## config.mk

```make
export PLATFORM = sky130hd
export DESIGN_NAME = bg_noise_accum
export DESIGN_NICKNAME = d
export VERILOG_FILES = /design/src/rtl/bg_noise_pkg.sv /design/src/rtl/bg_sat_add.sv /design/src/rtl/bg_noise_accum.sv
export SDC_FILE = /design/constraint.sdc
export NUM_CORES = 1
export LEC_CHECK = 0
export ABC_AREA = 1
export CORE_UTILIZATION = 53
export CTS_BUF_LIST = sky130_fd_sc_hd__clkbuf_16
export DETAILED_ROUTE_END_ITERATION = 10
export PLACE_DENSITY_LB_ADDON = 0.15
export SYNTH_ARGS = -nofsm -noshare
export SYNTH_HDL_FRONTEND = slang
export SYNTH_SLANG_ARGS = --single-unit
```

## constraint.sdc

```tcl
create_clock -name clk -period 14.25 [get_ports clk]
set_input_delay 2.1375 -clock clk [delete_from_list [all_inputs] [get_ports clk]]
set_output_delay 2.1375 -clock clk [all_outputs]
set_load 0.01 [all_outputs]
```

## src/rtl/bg_noise_pkg.sv

```systemverilog
// Shared types, default widths and saturation bounds for the background-noise estimator.
package bg_noise_pkg;

  typedef enum logic {
    ACCUM = 1'b0,
    HOLD  = 1'b1
  } bg_state_e;

  localparam int BG_NCH    = 16;
  localparam int BG_DW     = 8;
  localparam int BG_ACC_W  = 16;
  localparam int BG_LOG2_N = 4;

  function automatic int acc_max(input int w);
    return (1 << (w - 1)) - 1;
  endfunction

  function automatic int acc_min(input int w);
    return -(1 << (w - 1));
  endfunction

endpackage

```

## src/rtl/bg_sat_add.sv

```systemverilog
// One-channel saturating add of a signed sample into a signed accumulator.
module bg_sat_add
  import bg_noise_pkg::*;
#(
  parameter int DW    = BG_DW,
  parameter int ACC_W = BG_ACC_W
) (
  input  logic signed [ACC_W-1:0] acc,
  input  logic signed [DW-1:0]    sample,
  output logic signed [ACC_W-1:0] sum,
  output logic                    clamp
);

  localparam logic signed [ACC_W-1:0] MAX_V = ACC_W'(acc_max(ACC_W));
  localparam logic signed [ACC_W-1:0] MIN_V = ACC_W'(acc_min(ACC_W));

  logic [ACC_W:0] wide;

  always_comb begin
    wide  = {acc[ACC_W-1], acc} + {{(ACC_W + 1 - DW){sample[DW-1]}}, sample};
    // One guard bit: overflow shows as a disagreement between the top two bits.
    clamp = wide[ACC_W] != wide[ACC_W-1];
    if (!clamp) begin
      sum = wide[ACC_W-1:0];
    end else if (wide[ACC_W]) begin
      sum = MIN_V;
    end else begin
      sum = MAX_V;
    end
  end

endmodule

```

## src/rtl/bg_noise_accum.sv

```systemverilog
// Multi-period background-noise estimator: accumulates 2^LOG2_N periods per channel
// with saturation, then publishes the floored per-channel average on a valid/ready port.
module bg_noise_accum
  import bg_noise_pkg::*;
#(
  parameter int NCH    = BG_NCH,
  parameter int DW     = BG_DW,
  parameter int ACC_W  = BG_ACC_W,
  parameter int LOG2_N = BG_LOG2_N
) (
  input  logic                 clk,
  input  logic                 rst,
  input  logic                 clear,
  input  logic                 period_valid,
  output logic                 period_ready,
  input  logic [NCH*DW-1:0]    period_data,
  output logic                 noise_valid,
  input  logic                 noise_ready,
  output logic [NCH*ACC_W-1:0] noise_data,
  output logic                 sat_flag
);

  // Handshake: a transfer happens on a rising edge where valid && ready; once valid
  // is raised its payload stays stable until that edge.
  localparam int                CNT_W    = LOG2_N + 1;
  localparam logic [CNT_W-1:0]  LAST_CNT = CNT_W'((1 << LOG2_N) - 1);

  bg_state_e               state_q, state_d;
  logic signed [ACC_W-1:0] acc_q [NCH];
  logic signed [ACC_W-1:0] acc_d [NCH];
  logic signed [ACC_W-1:0] sum_w [NCH];
  logic [NCH-1:0]          clamp_w;
  logic [CNT_W-1:0]        cnt_q, cnt_d;
  logic                    sticky_q, sticky_d;
  logic                    noise_valid_q, noise_valid_d;
  logic                    sat_flag_q, sat_flag_d;
  logic [NCH*ACC_W-1:0]    noise_data_q, noise_data_d;
  logic                    accept;
  logic                    last;

  for (genvar gi = 0; gi < NCH; gi++) begin : g_ch
    bg_sat_add #(.DW(DW), .ACC_W(ACC_W)) u_sat (
      .acc   (acc_q[gi]),
      .sample(period_data[DW*gi +: DW]),
      .sum   (sum_w[gi]),
      .clamp (clamp_w[gi])
    );
  end

  assign period_ready = (state_q == ACCUM) && !clear;
  assign accept       = period_valid && period_ready;
  assign last         = accept && (cnt_q == LAST_CNT);
  assign noise_valid  = noise_valid_q;
  assign noise_data   = noise_data_q;
  assign sat_flag     = sat_flag_q;

  always_comb begin
    state_d       = state_q;
    acc_d         = acc_q;
    cnt_d         = cnt_q;
    sticky_d      = sticky_q;
    noise_valid_d = noise_valid_q;
    noise_data_d  = noise_data_q;
    sat_flag_d    = sat_flag_q;
    case (state_q)
      ACCUM: begin
        if (clear) begin
          for (int i = 0; i < NCH; i++) acc_d[i] = '0;
          cnt_d    = '0;
          sticky_d = 1'b0;
        end else if (last) begin
          for (int i = 0; i < NCH; i++) begin
            noise_data_d[ACC_W*i +: ACC_W] = sum_w[i] >>> LOG2_N;
            acc_d[i] = '0;
          end
          sat_flag_d    = sticky_q | (|clamp_w);
          cnt_d         = '0;
          sticky_d      = 1'b0;
          noise_valid_d = 1'b1;
          state_d       = HOLD;
        end else if (accept) begin
          acc_d    = sum_w;
          cnt_d    = cnt_q + CNT_W'(1);
          sticky_d = sticky_q | (|clamp_w);
        end
      end
      HOLD: begin
        // clear is deliberately ignored here: a published estimate is never retracted.
        if (noise_ready) begin
          noise_valid_d = 1'b0;
          state_d       = ACCUM;
        end
      end
      default: state_d = ACCUM;
    endcase
  end

  always_ff @(posedge clk or posedge rst) begin
    if (rst) begin
      state_q       <= ACCUM;
      for (int i = 0; i < NCH; i++) acc_q[i] <= '0;
      cnt_q         <= '0;
      sticky_q      <= 1'b0;
      noise_valid_q <= 1'b0;
      noise_data_q  <= '0;
      sat_flag_q    <= 1'b0;
    end else begin
      state_q       <= state_d;
      acc_q         <= acc_d;
      cnt_q         <= cnt_d;
      sticky_q      <= sticky_d;
      noise_valid_q <= noise_valid_d;
      noise_data_q  <= noise_data_d;
      sat_flag_q    <= sat_flag_d;
    end
  end

endmodule

```

==> results by group <==
Placement
  – DP Wirelength: 73.2 mm
  – Pre-CTS WS: 8260 ps
  – Placed cells: 6756
  – Routability cong.: 0.969
  – Port bufs: 391

Final layout
  – Layout cells sized above 1: 5.03%
  – Area occupied by multi-input gates: 20800 um^2
  – Most frequent cells in the layout: 2267 x nand2_1, 815 x inv_1, 679 x nand3_1
  – Fillers: 6521
  – Area grow syn2layout: 15.4%
  – Final Core Density: 61.9%
  – # nets final: 6319
  – Commonest non-fill, non-tap cell in the layout: nand2_1
  – Register area: 11400 um^2
  – Non-filler cells, final: 6857

Route
  – 1st-pass router iterations: 6
  – DR iter-0 viols: 2485
  – WL final: 101 mm
  – Drt wl/cell: 14.7 um
  – Remaining DRCs: 0
  – DRT antenna net count: 0
  – Via count: 34955
  – Vias/cell: 5.10

Worst hold path
  – Worst Hold End: noise_data[148]
  – Hold WC Path Type: reg2reg
  – Hold path start: noise_data[148]
  – Hold depth: 2

Global routing
  – Vias in the first global route: 32819
  – First-pass GRT wire length: 166 mm
  – Largest net degree at the start of global routing: 184
  – Initial antenna violation count: 10
  – GRT Util Overall: 28.4%
  – GRT Residual Overflow: 0

STA
  – Setup ws final: 8800 ps
  – Final Hold Viols: 0
  – Fmax: 183 MHz
  – Min Clock Period, post-route: 5450 ps
  – Total negative slack: 0 ps
  – Clk_skew: 17.6 ps
  – Finish-stage setup viols: 0
  – Worst Tran Pin Value: 1190 ps
  – Unrepaired setup endpoints after global routing: false
  – Max transition margin: 20.6%
  – Slew Viols, Final: 0
  – Crit share post-route: 38.3%

Floorplan
  – Initial Util: 53.6%
  – Die area: 70500 um^2
  – Ports: 392
  – Die Y: 265 um
  – Chip width: 265 um
  – # rows: 96
  – Core area: 68600 um^2

Clock tree
  – Worst-Skew Late Latency: 620 ps
  – H-tree levels: 2
  – Hold-fix buffer count after cts: 0
  – Setup bufs post-CTS: 0
  – Post_cts resized: 0
  – CTS Buf Count: 54
  – CTS tree: yes
  – Max clock buf depth: 3
  – Reg clk slew, reported paths: 50 ps
  – Root Buffer Master: clkbuf_16
  – Clk sink count: 457

Critical path
  – Worst r2r path cells: 10
  – FF-to-FF End: noise_data[117]
  – Reg-to-reg critical path startpoint: cnt_q[0]
  – Critical path launch point type: primary input
  – Worst path required time: 12110 ps
  – Worst EP arrival: 3310 ps
  – Crit end category: output pin
  – Critical path type: in2out
  – Slack of the worst reg-to-reg path: 10610 ps
  – Max Fanout on Critical Path: 2

Run
  – Max Cap Violations: 0

Synth
  – Synth warnings: 0
  – Netlist cell types: 41
  – Mapped cell area: 36800 um^2
  – Syn nets: 6069
  – Area leader, netlist: dfrtp_1
  – Synthesized area per cell: 6.53 um^2
  – Synth area leaders: dfrtp_1 31%, nand2_1 23%, ha_1 9.8%, nand3_1 9.2%, inv_1 8.3%
  – Top cell type's share of synthesized area: 31.1%
  – Post-synthesis register bit count: 457
  – Cells after synthesis: 5631
  – Register area share after synthesis: 31.1%

Pwr
  – Peak VDD IR: 110 uV
  – Total power: 7.68 mW
  – Pwr Density: 181 nW/um^2
  – Static Leak: 24.3 nW

Outcome
  – Status: complete, no violations
==> routing by layer <==
metal / track usage, % / routed length (um) / vias to the layer above / share of wire (%)
li1: - / - / 18116 / -
met1: 39.3 / 47900 / 15945 / 47
met2: 46.5 / 45700 / 756 / 45
met3: 4.43 / 5490 / 122 / 5.4
met4: 6.66 / 1960 / 16 / 1.9
met5: 0 / 103 / - / 0.10
==> synth_stat cells <==
library cell and n:
clkinv_2 1, buf_12 1, buf_8 3, o21ai_0 111
buf_1 1, clkbuf_1 49, o211ai_1 22, xor2_1 4
a21oi_2 7, fa_1 16, buf_2 53, nor2_1 257
nand3_1 679, a21boi_0 1, a32o_1 1, nand2_2 32
a211oi_1 11, nand2_1 2267, buf_4 73, dfrtp_1 457
o31ai_1 4, clkinv_1 12, nand3_2 71, o22ai_1 3
nand2_4 4, nand3_4 12, or2_2 43, and2_1 24
inv_2 10, nand3b_1 2, nor2_4 2, buf_6 30
o21ai_2 2, ha_1 289, inv_1 809, a22o_1 1
nor3_1 51, nor4_1 1, nand4_1 31, a21oi_1 168
nor2_2 16
==> worst max-delay path by stage <==
| stage | to | start | cells after the start |
|---|---|---|---|
| final | period_ready | clear | 3 |
| after global routing | sat_flag | period_data[39] | 15 |
| after CTS | period_ready | clear | 3 |
| after detailed placement | sat_flag | period_data[39] | 15 |
| after global placement | sat_flag | period_data[55] | 15 |
| after floorplan | acc_q[0] | rst | 1 |
==> through the flow <==
stage,instance area (um^2),hold slack (ps)
finish,42500,476
global placement,40600,462
detailed placement,40600,465
CTS,42500,480
global route,42500,488
floorplan,36800,453
==> flip-flops by register name, indices dropped and copies added (netlist names) <==
signal       flops
noise_data     192
sticky_q         1
cnt_q            5
sat_flag         1
acc_q          256
noise_valid      1
state_q          1
==> critical path, stage by stage <==
cell             delay [ps]
clkdlybuf4s50_1         480
nor2_2                  150
clkdlybuf4s50_1         540
==> power breakdown <==
part           switching [mW]  internal [mW]  total [mW]
clock                   0.594          0.848        1.44
combinational            3.12           1.39        4.52
sequential              0.165           1.56        1.72
==> cells by family after synthesis <==
family / after synthesis / synth area share [%]
AO/OA/AOI/OAI: 331 / 4.89
XOR/XNOR: 4 / 0.0952
adder cells (fa/ha/maj): 305 / 10.7
buffers and inverters: 1042 / 12.3
flip-flops: 457 / 31.1
AND/OR/NAND/NOR: 3492 / 40.9
==> layout make-up <==
type | instances | area share (%)
Antenna cell | 2 | 0.0118
Clock buffer | 55 | 3.24
Clock inverter | 44 | 1.06
Inverter | 832 | 7.38
Multi-Input combinational cell | 4132 | 49.1
Sequential cell | 457 | 26.9
Tap cell | 931 | 2.74
Timing Repair Buffer | 404 | 9.54
Note: power is estimated with default switching activity, not from simulation.
